## src/rtl/seg7_scan_driver.sv

```systemverilog
// rtl/seg7_scan_driver.sv - multiplexed active-low 7-segment scan driver (option: LEADING_ZERO_BLANK_EN)
module seg7_scan_driver #(
    parameter int NDIGITS       = 8,
    parameter int PRESCALE_BITS = 17
) (
    input  logic                   clk,
    input  logic                   reset_n,
    input  logic                   load,
    input  logic [4*NDIGITS-1:0]   value,
    input  logic [NDIGITS-1:0]     dp,
    input  logic [NDIGITS-1:0]     digit_en,
    output logic [NDIGITS-1:0]     digitselect,
    output logic [7:0]             segments,
    output logic                   frame_done
);

    localparam int IDX_W = (NDIGITS > 1) ? $clog2(NDIGITS) : 1;
    localparam logic [IDX_W-1:0] LAST_IDX = IDX_W'(NDIGITS - 1);

    logic [4*NDIGITS-1:0]     value_q;
    logic [NDIGITS-1:0]       dp_q;
    logic [NDIGITS-1:0]       en_q;
    logic [PRESCALE_BITS-1:0] prescaler;
    logic [IDX_W-1:0]         idx;
    logic                     slot_end;
    logic [NDIGITS-1:0]       sel_d;
    logic [7:0]               seg_d;
    logic [3:0]               nib;
    logic [7:0]               pattern;

    // Pre-inversion {a,b,c,d,e,f,g,dp}; unknown nibbles light only the dp position
    function automatic logic [7:0] decode(input logic [3:0] n, input logic p);
        case (n)
            4'h0: decode = {7'b1111110, p};
            4'h1: decode = {7'b0110000, p};
            4'h2: decode = {7'b1101101, p};
            4'h3: decode = {7'b1111001, p};
            4'h4: decode = {7'b0110011, p};
            4'h5: decode = {7'b1011011, p};
            4'h6: decode = {7'b1011111, p};
            4'h7: decode = {7'b1110000, p};
            4'h8: decode = {7'b1111111, p};
            4'h9: decode = {7'b1111011, p};
            4'hA: decode = {7'b1110111, p};
            4'hB: decode = {7'b0011111, p};
            4'hC: decode = {7'b1001110, p};
            4'hD: decode = {7'b0111101, p};
            4'hE: decode = {7'b1001111, p};
            4'hF: decode = {7'b1000111, p};
            default: decode = 8'b00000001;
        endcase
    endfunction

    assign slot_end = &prescaler;

    // Shadow registers: reset clears them, load captures the CPU-side values
    always_ff @(posedge clk) begin
        if (!reset_n) begin
            value_q <= '0;
            dp_q    <= '0;
            en_q    <= '0;
        end else if (load) begin
            value_q <= value;
            dp_q    <= dp;
            en_q    <= digit_en;
        end
    end

    // Free-running prescaler; digit index advances on the last cycle of each slot
    always_ff @(posedge clk) begin
        if (!reset_n) begin
            prescaler  <= '0;
            idx        <= '0;
            frame_done <= 1'b0;
        end else begin
            prescaler  <= prescaler + 1'b1;
            frame_done <= slot_end && (idx == LAST_IDX);
            if (slot_end) begin
                idx <= (idx == LAST_IDX) ? '0 : idx + 1'b1;
            end
        end
    end

`ifdef LEADING_ZERO_BLANK_EN
    logic [NDIGITS-1:0] zero_above;
    logic               zero_run;

    // zero_above[i] is set when nibbles i..NDIGITS-1 of the shadow value are all zero
    always_comb begin
        zero_above = '0;
        zero_run   = 1'b1;
        for (int i = NDIGITS - 1; i >= 0; i--) begin
            zero_run      = zero_run & (value_q[4*i +: 4] == 4'h0);
            zero_above[i] = zero_run;
        end
    end
`endif

    // Next output values for the digit currently being scanned
    always_comb begin
        nib     = value_q[idx*4 +: 4];
        pattern = decode(nib, dp_q[idx]);
`ifdef LEADING_ZERO_BLANK_EN
        if ((idx != '0) && zero_above[idx]) begin
            pattern[7:1] = 7'b0000000;
        end
`endif
        sel_d = '1;
        seg_d = 8'hFF;
        if (en_q[idx]) begin
            sel_d = ~(NDIGITS'(1) << idx);
            seg_d = ~pattern;
        end
    end

    // Selects and segments switch together on one edge: no intermediate state on the pins
    always_ff @(posedge clk) begin
        if (!reset_n) begin
            digitselect <= '1;
            segments    <= 8'hFF;
        end else begin
            digitselect <= sel_d;
            segments    <= seg_d;
        end
    end

endmodule

```

## config.mk

```make
export PLATFORM = sky130hd
export DESIGN_NAME = seg7_scan_driver
export DESIGN_NICKNAME = d
export VERILOG_FILES = /design/src/rtl/seg7_scan_driver.sv
export SDC_FILE = /design/constraint.sdc
export NUM_CORES = 1
export LEC_CHECK = 0
export ABC_AREA = 1
export CAP_MARGIN = 20
export CORE_ASPECT_RATIO = 0.8
export CORE_MARGIN = 5
export CORE_UTILIZATION = 35
export CTS_CLUSTER_SIZE = 24
export DETAILED_ROUTE_END_ITERATION = 7
export GPL_ROUTABILITY_DRIVEN = 1
export PLACE_DENSITY_LB_ADDON = 0.3
export SLEW_MARGIN = 20
export SYNTH_ARGS = -nofsm -noshare
export SYNTH_HDL_FRONTEND = slang
export SYNTH_SLANG_ARGS = --single-unit
```

## constraint.sdc

```tcl
create_clock -name clk -period 2.35 [get_ports clk]
set_input_delay 0.3525 -clock clk [delete_from_list [all_inputs] [get_ports clk]]
set_output_delay 0.3525 -clock clk [all_outputs]
set_load 0.005 [all_outputs]
```

==> results.md <==
* Outcome: completed
* Max_slew headroom at 0.613
* CTS buffer count at 9
* Latest clock arrival within the worst-skew pair at ~0.34 ns
* Number of diodes at 0
* Iteration-0 DRC Markers at 138
* Top-Level Pins at between 60 and 70
* Mean area per synthesized cell at approximately 7.6 um2
* Hold path depth at 1
* Most common cell after layout, fill and taps aside: nand2_1
* Fin util at 0.454
* TritonCTS clock tree: built
* Pleak at between 1.5 and 2 nW
* Layout cells sized above 1 at 0.109
* Simple-Gate Fraction of Synth Area at 0.262
* Final hold vios at 0
* Crit. End Element: register
* Fin crit period at between 2 and 2.5 ns
* Clock Pin Slew Worst Setup and Hold Paths at 0.06 ns
* Nets at between 600 and 700
* Multiplexer share of the synthesized area at 0
* Vias in the first global route at ~3,300
* Routed Wire Length at between 9000 and 10,000 um
* Post-DP HPWL at 6510 um
* Die area at ~13,000 um2
* Setup Fix Bufs, Post-CTS at 0
* Post-Syn Nets at ~560
* Final setup viols at 0
* Largest family of logic cells by synthesized area: simple AND/OR/NAND/NOR gates
* Core Area at roughly 11,000 um2
* Port Buffers at 67
* Largest net degree at the start of global routing at 70
* CP required at approximately 2.6 ns
* Setup TNS at 0 ns
* Beginning of the worst hold path: prescaler[0]$_SDFF_PN0_
* Power density over the cells at about 680 nW/um2
* # DRC at 0
* FF-to-FF Start: prescaler[0]$_SDFF_PN0_
* Antenna-violating nets left at 0
* Worst-case reg-to-reg path depth at 11
* Hold endpoint: prescaler[0]$_SDFF_PN0_
* Commonest cells after routing, fill and taps aside: nand2_1 (90), dfxtp_1 (85), clkdlybuf4s50_1 (67), o21ai_0 (58), inv_1 (53)
* Routed wire per std cell at around 13 um
* Hold Path Class: reg2reg
* P&R area growth vs syn at 28.0%
* # rows at 34
* Post-Place Worst Slack at 0.227 ns
* Final Max Tran Viols at 0
* RSZ-0062 raised after global routing: no
* Peak Freq at a little under 500 MHz
* Post-synthesis adder-cell area fraction at 0.0261
* Clock skew at approximately 0.0058 ns
* Routed vias/inst at about 4.7
* # Max-Cap Violations at 0
* GRT Overall Usage at 0.144
* Die extent in x at roughly 130 um
* Worst r2r dst: idx[1]$_SDFFE_PN0N_
* Grt total ovfl at 0
* Crit path max fanout at 5
* Root buf cell: clkbuf_16
* Compound-cell area share of the yosys netlist at 0.165
* Filler cells at approximately 1,100
* Initial antenna violation count at 0
* First-pass GRT wire length at 15,500 um
* CP arrival at ~2.3 ns
* Final setup margin at between 0.2 and 0.3 ns
* VDD IR-drop max at about 0.35 mV
* Setup slack, reg-to-reg at approximately 0.30 ns
* Seq/Total Area, Yosys at 0.444
* Clock sinks at 85
* Post-Synth XOR/XNOR Area at 0.00457
* Post-synthesis cell type count at 35
* Mapped cell area at approximately 3800 um2
* H-tree depth at 3
* Starting Density at 0.355
* Startpoint types: register
* Worst-Margin Slew at 0.580 ns
* FF+latch count, synth at 85
* Synthesized instance count at between 500 and 600
* Yosys Warn Count at 0
* Via count at around 3,300
* GPL Wtd Cong at between 0.8 and 0.9
* Clock Path Buffers at 2
* Fin crit share at 0.873
* Drt pass-1 iters at 4
* Die height at around 100 um
* CP Class: reg2reg
==> flip-flops by register name, summed over array words and instances, names as in the netlist <==
signal       count
prescaler       17
frame_done       1
digitselect      8
segments         8
en_q             8
value_q         32
idx              3
dp_q             8
==> synth_stat cells <==
cell type | instances | area (um2)
a211oi_1 | 1 | 7.51
a21oi_1 | 48 | 240
a21oi_2 | 1 | 8.76
a31oi_1 | 1 | 6.26
a31oi_4 | 1 | 21.3
a32o_1 | 2 | 20.0
buf_2 | 1 | 5.00
buf_4 | 3 | 22.5
buf_6 | 6 | 67.6
buf_8 | 1 | 15.0
clkbuf_1 | 14 | 52.6
clkinv_1 | 1 | 3.75
dfxtp_1 | 85 | 1700
ha_1 | 8 | 100
inv_1 | 53 | 199
inv_2 | 3 | 11.3
nand2_1 | 90 | 338
nand2_2 | 9 | 56.3
nand2_4 | 4 | 45.0
nand3_1 | 30 | 150
nand3_2 | 10 | 100
nand4_1 | 3 | 18.8
nor2_1 | 47 | 176
nor2_2 | 3 | 18.8
nor2_4 | 2 | 22.5
nor3_1 | 6 | 30.0
nor3_2 | 2 | 20.0
nor3b_1 | 1 | 7.51
nor3b_2 | 1 | 12.5
nor4_1 | 1 | 6.26
o211ai_1 | 2 | 15.0
o21ai_0 | 58 | 290
o21ai_1 | 3 | 15.0
o21ai_2 | 1 | 8.76
xor2_1 | 2 | 17.5
==> per-stage QoR <==
step | instance area [um2] | power (mW) | hold slack (ns) | std cells
finish | 4900 | 3.32 | 0.451 | 713
global route | 4900 | 3.47 | 0.471 | 713
CTS | 4900 | 3.36 | 0.456 | 713
detailed placement | 4580 | 1.90 | 0.442 | 697
global placement | 4580 | 1.90 | 0.431 | 697
floorplan | 3830 | 1.75 | 0.418 | 504
==> kinds of logic after synthesis <==
logic type	Yosys count
and+or+nand+nor	209
DFF	85
buffers and inverters	82
adders and majority gates	8
AOI/OAI and AO/OA	118
xor gates and xnor gates	2
==> cell type report <==
cell class / count / area, um2 / share of cell area
multi-input combinational: 337 / 1760 / 0.359
clock buffer: 11 / 253 / 0.0515
tap: 144 / 180 / 0.0367
sequential: 85 / 1700 / 0.347
inverter: 57 / 214 / 0.0436
timing repair buffer: 74 / 736 / 0.150
clock inverter: 5 / 58.8 / 0.0120
==> power by group <==
group          total (mW)  switching (mW)  internal (mW)
sequential           1.53          0.0237           1.51
clock                1.44           0.563          0.880
combinational       0.340           0.175          0.164
total                3.32           0.762           2.55
==> metal layers <==
layer  vias up  share of wire  GRT usage  wire length (um)
met4         0          0.014     0.0413               130
met1      1491           0.49      0.199              4460
li1       1758              -          -                 -
met2        80           0.44      0.218              3980
met5         -              0          0                 0
met3        10          0.053     0.0417               477
==> worst max path at each step <==
| stage | endpoint | start |
|---|---|---|
| floorplan | idx[1]$_SDFFE_PN0N_ | prescaler[0]$_SDFF_PN0_ |
| global placement | idx[1]$_SDFFE_PN0N_ | prescaler[0]$_SDFF_PN0_ |
| detailed placement | idx[1]$_SDFFE_PN0N_ | prescaler[0]$_SDFF_PN0_ |
| CTS | idx[1]$_SDFFE_PN0N_ | prescaler[0]$_SDFF_PN0_ |
| global route | idx[1]$_SDFFE_PN0N_ | prescaler[1]$_SDFF_PN0_ |
| finish | idx[1]$_SDFFE_PN0N_ | prescaler[0]$_SDFF_PN0_ |
==> worst max-delay path, stage by stage, from the launching register on <==
cell	delay, ns
dfxtp_1	0.35
ha_1	0.18
nand2_1	0.08
nor3_2	0.21
nand2_1	0.12
nor3b_2	0.19
nand2_1	0.11
nor4_2	0.15
ha_2	0.25
inv_1	0.07
o21ai_0	0.15
a21oi_1	0.06
==> repair_timing <==
item	4_1_cts	5_1_grt
hold buffers	0	0
endpoints found under the setup margin	0	3
gates resized for setup	0	2
Note: power is estimated with default switching activity, not from simulation.
